===== config.mk =====
export PLATFORM = sky130hd
export DESIGN_NAME = osc_core
export DESIGN_NICKNAME = d
export VERILOG_FILES = /design/src/rtl/osc_pkg.sv /design/src/rtl/osc_shaper.sv /design/src/rtl/osc_core.sv
export SDC_FILE = /design/constraint.sdc
export NUM_CORES = 1
export LEC_CHECK = 0
export CAP_MARGIN = 10
export CORE_MARGIN = 10
export CORE_UTILIZATION = 41
export DETAILED_ROUTE_END_ITERATION = 10
export PLACE_DENSITY = 0.69
export SYNTH_ARGS = -nofsm -noshare
export SYNTH_HDL_FRONTEND = slang
export SYNTH_HIERARCHICAL = 1
export SYNTH_SLANG_ARGS = --single-unit

===== constraint.sdc =====
create_clock -name clk -period 2.1 [get_ports clk]
set_input_delay 0.42 -clock clk [delete_from_list [all_inputs] [get_ports clk]]
set_output_delay 0.42 -clock clk [all_outputs]
set_load 0.03 [all_outputs]

===== src/rtl/osc_pkg.sv =====
// Shared oscillator constants: waveform selector codes and the pitch word format
// that is also used by the portamento stage.
package osc_pkg;

    localparam int unsigned PITCH_W    = 16;
    localparam int unsigned PITCH_FRAC = 3;

    typedef enum logic [1:0] {
        WAVE_SAW   = 2'd0,
        WAVE_PULSE = 2'd1,
        WAVE_TRI   = 2'd2,
        WAVE_SUB   = 2'd3
    } wave_e;

endpackage


===== src/rtl/osc_shaper.sv =====
// Combinational waveform shaper: turns the top phase bits and the sub level into
// one sample for the selected waveform.
module osc_shaper
    import osc_pkg::*;
#(
    parameter int unsigned OUT_W = 12
) (
    // Top OUT_W+1 bits of the phase accumulator.
    input  logic [OUT_W:0]   ph,
    input  logic             sub,
    input  logic [1:0]       wave_sel,
    input  logic [7:0]       pw,
    output logic [OUT_W-1:0] sample
);

    always_comb begin
        sample = '0;
        unique case (wave_e'(wave_sel))
            WAVE_SAW:   sample = ph[OUT_W:1];
            WAVE_PULSE: sample = {OUT_W{ph[OUT_W -: 8] < pw}};
            WAVE_TRI:   sample = ph[OUT_W] ? ~ph[OUT_W-1:0] : ph[OUT_W-1:0];
            WAVE_SUB:   sample = {OUT_W{sub}};
            default:    sample = '0;
        endcase
    end

endmodule


===== src/rtl/osc_core.sv =====
// Phase-accumulator oscillator: stage 0 accumulates pitch per sample tick, stage 1
// registers the shaped sample, giving a two-edge latency at one sample per cycle.
module osc_core
    import osc_pkg::*;
#(
    parameter int unsigned ACC_W = 24,
    parameter int unsigned OUT_W = 12
) (
    input  logic               clk,
    input  logic               rst_n,
    input  logic               SAMPLE_TICK,
    input  logic [PITCH_W-1:0] PITCH,
    input  logic [7:0]         PW,
    input  logic [1:0]         WAVE_SEL,
    input  logic               HARD_SYNC,
    output logic [OUT_W-1:0]   OSC_OUT,
    output logic               OSC_VALID,
    output logic               SUB_OUT,
    output logic               WRAP
);

    logic [ACC_W-1:0] acc_q;
    logic             sub_q;
    logic             wrap_q;
    logic             tick_q;
    logic [OUT_W-1:0] osc_out_q;
    logic             osc_valid_q;
    logic             sub_out_q;

    logic [ACC_W:0]   sum;
    logic [OUT_W-1:0] sample;

    // Extra MSB of the sum is the accumulator carry-out.
    assign sum = {1'b0, acc_q} + {{(ACC_W + 1 - PITCH_W){1'b0}}, PITCH};

    always_ff @(posedge clk or negedge rst_n) begin
        if (!rst_n) begin
            acc_q  <= '0;
            sub_q  <= 1'b0;
            wrap_q <= 1'b0;
            tick_q <= 1'b0;
        end else begin
            wrap_q <= 1'b0;
            tick_q <= SAMPLE_TICK;
            if (SAMPLE_TICK) begin
                if (HARD_SYNC) begin
                    acc_q <= '0;
                    sub_q <= 1'b0;
                end else begin
                    acc_q  <= sum[ACC_W-1:0];
                    wrap_q <= sum[ACC_W];
                    sub_q  <= sub_q ^ sum[ACC_W];
                end
            end
        end
    end

    osc_shaper #(
        .OUT_W (OUT_W)
    ) u_shaper (
        .ph       (acc_q[ACC_W-1 -: OUT_W+1]),
        .sub      (sub_q),
        .wave_sel (WAVE_SEL),
        .pw       (PW),
        .sample   (sample)
    );

    always_ff @(posedge clk or negedge rst_n) begin
        if (!rst_n) begin
            osc_out_q   <= '0;
            osc_valid_q <= 1'b0;
            sub_out_q   <= 1'b0;
        end else begin
            osc_valid_q <= tick_q;
            if (tick_q) begin
                osc_out_q <= sample;
                sub_out_q <= sub_q;
            end
        end
    end

    assign OSC_OUT   = osc_out_q;
    assign OSC_VALID = osc_valid_q;
    assign SUB_OUT   = sub_out_q;
    assign WRAP      = wrap_q;

endmodule


==> results of run 1 <==
==> cell usage after synthesis, types with 6 or more instances <==
library cell  count
xnor2_1           7
o221ai_1         12
nand3_1           6
dfrtp_1          41
ha_1             23
xor2_1           17
o21a_1            6
o2bb2ai_1        11
a21oi_1          22
nand2_1          36
clkbuf_1          9
a21o_1            9
o21ai_0          12
nor2_1            8
mux2_2           13
inv_1            13
==> metrics by stage <==
step | hold slack [ns] | TNS, ns | total power, W | setup slack [ns]
floorplan | 0.1244 | 0 | 0.002530 | 0.008360
global placement | 0.3903 | -10.90 | 0.003440 | -0.5935
detailed placement | 0.3990 | -12.39 | 0.003483 | -0.6561
CTS | 0.06972 | -0.6161 | 0.004285 | -0.1157
global route | 0.08780 | -2.133 | 0.004892 | -0.2965
finish | 0.06088 | -0.8090 | 0.004590 | -0.1718
==> where the power goes <==
part           internal, W  switching, W  total (W)  leakage [nW]
combinational      0.00153       0.00137    0.00290          1.45
clock             0.000267      0.000297   0.000564        0.0512
sequential        0.000957      0.000170    0.00113         0.525
total              0.00275       0.00184    0.00459          2.03
==> cell families after synthesis <==
| family | after synthesis | synth area share |
|---|---|---|
| AOI/OAI and AO/OA | 106 | 0.2576 |
| xor gates and xnor gates | 24 | 0.06914 |
| adders and majority gates | 24 | 0.1012 |
| buffers and inverters | 30 | 0.04156 |
| DFF | 41 | 0.3374 |
| muxes | 14 | 0.05144 |
| and+or+nand+nor | 83 | 0.1416 |
==> layer usage <==
layer	track usage	wire (µm)	vias to the layer above
met5	0	0	-
met4	0.04352	115	0
met3	0.02476	381	11
met2	0.2584	4400	66
met1	0.1918	3869	1436
li1	-	-	1424
==> registers in the layout, summed over array words and instances (netlist names) <==
signal / count
OSC_VALID: 1
SUB_OUT: 1
tick_q: 1
acc_q: 24
sub_q: 1
OSC_OUT: 12
WRAP: 1
==> final cells by class <==
cell class,count,area share
repair buffers,119,0.2231
well taps,99,0.02727
flip-flops and latches,41,0.2261
inverters,14,0.01157
clock inverters,2,0.003029
multi-input cells,251,0.4908
clock buffers,6,0.01818
==> worst reg2reg max path: stages, from the launching register on <==
cell and delay (ns):
dfrtp_1 0.43, ha_4 0.30, and3_1 0.17, a221oi_2 0.05, buf_4 0.15, nand4b_1 0.25, and3b_2 0.29, or4_1 0.40
a21oi_1 0.15
==> how the worst max path moves through the flow <==
| stage | from | end | slack, ns |
|---|---|---|---|
| finish | PITCH[13] | sub_q | -0.17 |
| global placement | PITCH[0] | sub_q | -0.59 |
| CTS | acc_q[0] | acc_q[20] | -0.12 |
| floorplan | PITCH[0] | acc_q[18] | 0.008 |
| global route | acc_q[0] | sub_q | -0.30 |
| detailed placement | PITCH[0] | sub_q | -0.66 |
==> repair_timing <==
action / CTS / global route
setup endpoints to repair: 18 / 20
gates resized for setup: 29 / 24
buffers inserted: 10 / 3
gates cloned: 0 / 0
pin swaps: 28 / 16
==> results.cfg, run 1 <==
[route]
wirelength_um = 8766
drt_iter0_markers = 209
vias_per_cell = 5.521
drcViolationCount = 0
firstDrtPassIters = 4
dr_total_vias = 2937
routedWlPerCell_um = 16.48
antenna_left = 0

[flow_run]
max_cap_viol_count = 0

[synthesis]
synthTopCellsByArea = dfrtp_1 (34%), ha_1 (9.5%), xor2_1 (4.9%)
yosysTopAreaCell = dfrtp_1
yosysSeqAreaShare = 0.3374
ys_types = 60
synth-edff-count = 0
synth_async_sr_flop_share = 1.000
ys_seq_elements = 41
synth_nets = 376
syn_inst = 322
synth_top_cell_area_share = 0.3374
synth_area_um2 = 3040
avgSynthCellArea_um2 = 9.442
synth_flop_cell = dfrtp_1
synth_warnings = 6

[timing]
final.period_utilization = 1.082
setup_viol = 8
rsz0062_at_grt = true
relSlewSlack = 0.6255
final.setup_skew_ns = 0.008658
tightest_slew_ns = 0.5617
fin_ws_ns = -0.1718
max_freq_mhz = 440.2
hold_viol = 0
finalCriticalPeriod_ns = 2.272
slew_violations = 0

[final_layout]
regArea_um2 = 1027
utilization = 0.6297
nNetsFinal = 486
final_cells = 532
mostFrequentLayoutCell = buf_4
multi_input_area_um2 = 2230
diodes = 0
filler_cell_count = 622
drive_above_1_share = 0.3441
area_growth_pct = 49.42
finalInstanceArea_um2 = 4543
layout_common_cells = buf_4 (72), dfrtp_1 (40), nand2_1 (35)

[pwr]
vdd_ir_drop_max_mv = 0.6382
p_leak_nw = 2.031
p_per_area_nw_per_um2 = 1010

[clocking]
cts_buffers = 5
ctsRootBufferMaster = clkbuf_8
cts.sinks = 41
tritoncts = done
cts_max_path_buffers = 2
hold_buffers = 0
htreeDepth = 2
cts.clk_slew.worst_paths_ns = 0.09
clkLatencyLatePin_ns = 0.30

[run_status]
run_status = complete, but fails checks
violations = setup timing

[setup_path]
critPathMaxStageDelay_ns = 0.42
path_class = input pin to flop
crit_top_cell = a21oi_1
critical_path_cell_count = 8
r2r_end = sub_q
end_kind = flop
cp_num_buf_inv = 2
required_ns = 2.33
rr_startpoint = acc_q[3]
cp_slowest_cell = clkdlybuf4s50_1
reg2reg_depth = 8
start_kind = input pin
cp_cell_sequence = clkdlybuf4s50_1, ha_1, buf_4, a21oi_1, o21ai_0, and3b_2, or4_1, a21oi_1
path_max_fanout = 5
arrival_ns = 2.50
critical-path-top-delay-family = simple AND/OR/NAND/NOR gates
worst-r2r-setup-slack_ns = -0.16

[place]
dp.cells = 511
portBuffers = 44
gp_congestion = 0.8576
postPlaceCellArea_um2 = 4115
place_hpwl_um = 6422

[floorplan]
die-area_um2 = 11260
initial_core_util = 0.4214
die_h_um = 106.1
rows = 31
dieWidth_um = 106.1
core-area_um2 = 7214
io_pins = 45

[min_path]
hold_path_class = input pin to asynchronous set/reset pin

[grt]
antenna_found_initial = 0
grt_usage = 0.1513
grt_first_pass_wirelength_um = 14320
grt_pass1_vias = 3006
grt.overflow.total = 0
grt_max_degree = 25
No activity file was read; power rests on OpenSTA's default activity.
==> inputs of run 2 (changes only) <==
Settings changed: CORE_MARGIN 10 to 2, SYNTH_HIERARCHICAL 1 to not set.
==> run 2 against run 1 <==
The run still ends with setup timing left. Synthesized cell count decreased by 3.1%. Sequential share of layout area increased by 2.0 points. Sequential power about the same. Critical endpoint is now acc_q[15]. Largest cell class unchanged.
==> results.cfg, run 2 <==
[synthesis]
synth_compound_area_frac = 0.2549
synth_xor_area_frac = 0.06504
ys_types = 53
syn_inst = 312
synth-edff-count = 0
yosysSeqAreaShare = 0.3628
synth_top_family_by_area = compound AO/OA/AOI/OAI gates
synthMuxAreaShare = 0.007522
synth_flop_cell = dfrtp_1
synth.most_common_cell = dfrtp_1
synth_fa_ha_area_frac = 0.1133
synth_top_cell_area_share = 0.3628
synthTopCellsByArea = dfrtp_1 (36%), ha_1 (11%), a21oi_1 (5.3%)
synth_async_sr_flop_share = 1.000
synthSimpleGateAreaFrac = 0.1535
avgSynthCellArea_um2 = 9.063
ys_seq_elements = 41
synth_warnings = 0
synth_nets = 367
yosysTopAreaCell = dfrtp_1
synth_area_um2 = 2828
netlist_top_cells_count = dfrtp_1 (41), nand2_1 (33), a21oi_1 (30)

[final_layout]
filler_cell_count = 551
diodes = 0
nNetsFinal = 473
layout_common_cells = buf_4 (62), dfrtp_1 (41), clkdlybuf4s50_1 (33)
area_growth_pct = 47.26
mostFrequentLayoutCell = buf_4
largest_reg_flops = 24
drive_above_1_share = 0.2792
final_cells = 499
top_register = acc_q

[setup_path]
path_class = flop to flop
start_kind = flop
cp_slowest_cell = dfrtp_1
crit_top_cell = o21a_1
arrival_ns = 2.57
cp_num_buf_inv = 1
critical-path-top-delay-family = compound AO/OA/AOI/OAI gates
cp_cell_sequence = ha_4, buf_4, nand4_1, nor2_1, and3_4, o41a_1, o21a_1, o21a_1, o31ai_2
critPathMaxStageDelay_ns = 0.43
required_ns = 2.32
path_max_fanout = 4
end_kind = flop

[route]
routedWlPerCell_um = 15.39
drt_iter0_markers = 107
wirelength_um = 7681
firstDrtPassIters = 4
antenna_left = 0
dr_total_vias = 2791
vias_per_cell = 5.593
drcViolationCount = 0

[place]
portBuffers = 44
place_hpwl_um = 5666
dp.cells = 479
gp_congestion = 0.9527
pre_cts_ws_ns = -0.7890

[timing]
relSlewSlack = 0.6422
tightest_slew_ns = 0.5367
max_freq_mhz = 426.3
setup_viol = 14
fin_ws_ns = -0.2459
rsz0062_at_grt = true
hold_viol = 0
finalCriticalPeriod_ns = 2.346
final.period_utilization = 1.117
final.setup_skew_ns = 0.007118
slew_violations = 0

[floorplan]
core-area_um2 = 6719
die-area_um2 = 7577
io_pins = 45
rows = 30
dieWidth_um = 87.05
die_h_um = 87.05
initial_core_util = 0.4209

[clocking]
clkLatencyLatePin_ns = 0.30
cts.clk_slew.worst_paths_ns = 0.09
htreeDepth = 2
ctsRootBufferMaster = clkbuf_8
tritoncts = done
cts.sinks = 41
cts_buffers = 5
cts_max_path_buffers = 2

[min_path]
hold_path_class = input pin to asynchronous set/reset pin

[grt]
grt_max_degree = 24
grt_usage = 0.2122
grt.overflow.total = 0
antenna_found_initial = 0
grt_first_pass_wirelength_um = 12920
grt_pass1_vias = 2786

[pwr]
p_per_area_nw_per_um2 = 939.9
p_leak_nw = 1.900
vdd_ir_drop_max_mv = 0.5162

[run_status]
violations = setup timing
run_status = complete, but fails checks

[flow_run]
max_cap_viol_count = 0
[run 2: cell types whose count changed after synthesis, sizes merged, moves of 4 or more]
| cell | previous run | this run |
|---|---|---|
| nor2 | 8 | 15 |
| and4 | 4 | 0 |
| buf | 7 | 2 |
| a21oi | 22 | 31 |
| o22ai | 1 | 12 |
| a211o | 0 | 4 |
| o221ai | 13 | 0 |
| inv | 14 | 20 |
| o211ai | 2 | 6 |
| xor2 | 17 | 13 |
| nor3 | 3 | 7 |
| mux2 | 13 | 1 |
[run 2: through the flow]
step	utilization	cell area [µm²]	total power [W]	hold WS [ns]	setup TNS [ns]
floorplan	-	2917	0.002233	0.1244	-0.9556
global placement	0.5702	3831	0.003024	0.4040	-14.29
detailed placement	0.5702	3831	0.003063	0.4018	-15.74
CTS	0.6041	4059	0.003758	0.07483	-1.653
global route	0.6197	4164	0.004185	0.09060	-3.799
finish	0.6197	4164	0.003914	0.06091	-1.855
[run 2: cell type report]
cell class | instances | area [µm²] | area share
Clock inverter | 3 | 17.52 | 0.004207
Inverter | 20 | 75.07 | 0.01803
Clock buffer | 5 | 68.82 | 0.01653
Timing Repair Buffer | 111 | 955.9 | 0.2296
Multi-Input combinational cell | 239 | 1921 | 0.4612
Tap cell | 80 | 100.1 | 0.02404
Sequential cell | 41 | 1026 | 0.2464
[run 2: final timing paths]
path | start | to | slack, ns | cells past startpoint
setup / recovery | acc_q[9] | acc_q[15] | -0.25 | 9
hold / removal | rst_n | acc_q[9] | 0.06 | 1
setup reg to reg | acc_q[9] | acc_q[15] | -0.25 | 9
hold reg to reg | SUB_OUT | SUB_OUT | 0.52 | 1
max in group asynchronous | rst_n | acc_q[22] | 1.55 | 2
min in group clk | SUB_OUT | SUB_OUT | 0.52 | 1
[run 2: where the power goes]
part	internal (W)	switching [W]
logic	0.00119	0.00108
clock network	0.000230	0.000309
registers	0.000944	0.000154
total	0.00237	0.00155
[run 2: cell families (layout without fill, tap and decap cells)]
logic type,after synthesis,in the layout
buffers and inverters,32,139
adders and majority gates,25,25
and+or+nand+nor,88,88
AOI/OAI and AO/OA,103,103
DFF,41,41
xor gates and xnor gates,21,21
muxes,2,2
[run 2: per-layer routing]
layer,up-vias,wire length [µm],GRT usage
li1,1354,-,-
met1,1330,3469,0.2841
met2,90,3650,0.3505
met3,17,399,0.03791
met4,0,162,0.06108
met5,-,0,0
[run 2: what timing repair did]
item | 4_1_cts | 5_1_grt
pin swaps | 25 | 18
hold buffers | 0 | 0
setup buffers | 9 | 4
endpoints found under the setup margin | 29 | 28
resized for setup | 28 | 15
[run 2: worst register-to-register path, cell delays in order (launching register included)]
cell and delay [ns]:
dfrtp_1 0.43, ha_4 0.27, buf_4 0.13, nand4_1 0.14, nor2_1 0.07, and3_4 0.20, o41a_1 0.42, o21a_1 0.20
o21a_1 0.18, o31ai_2 0.23
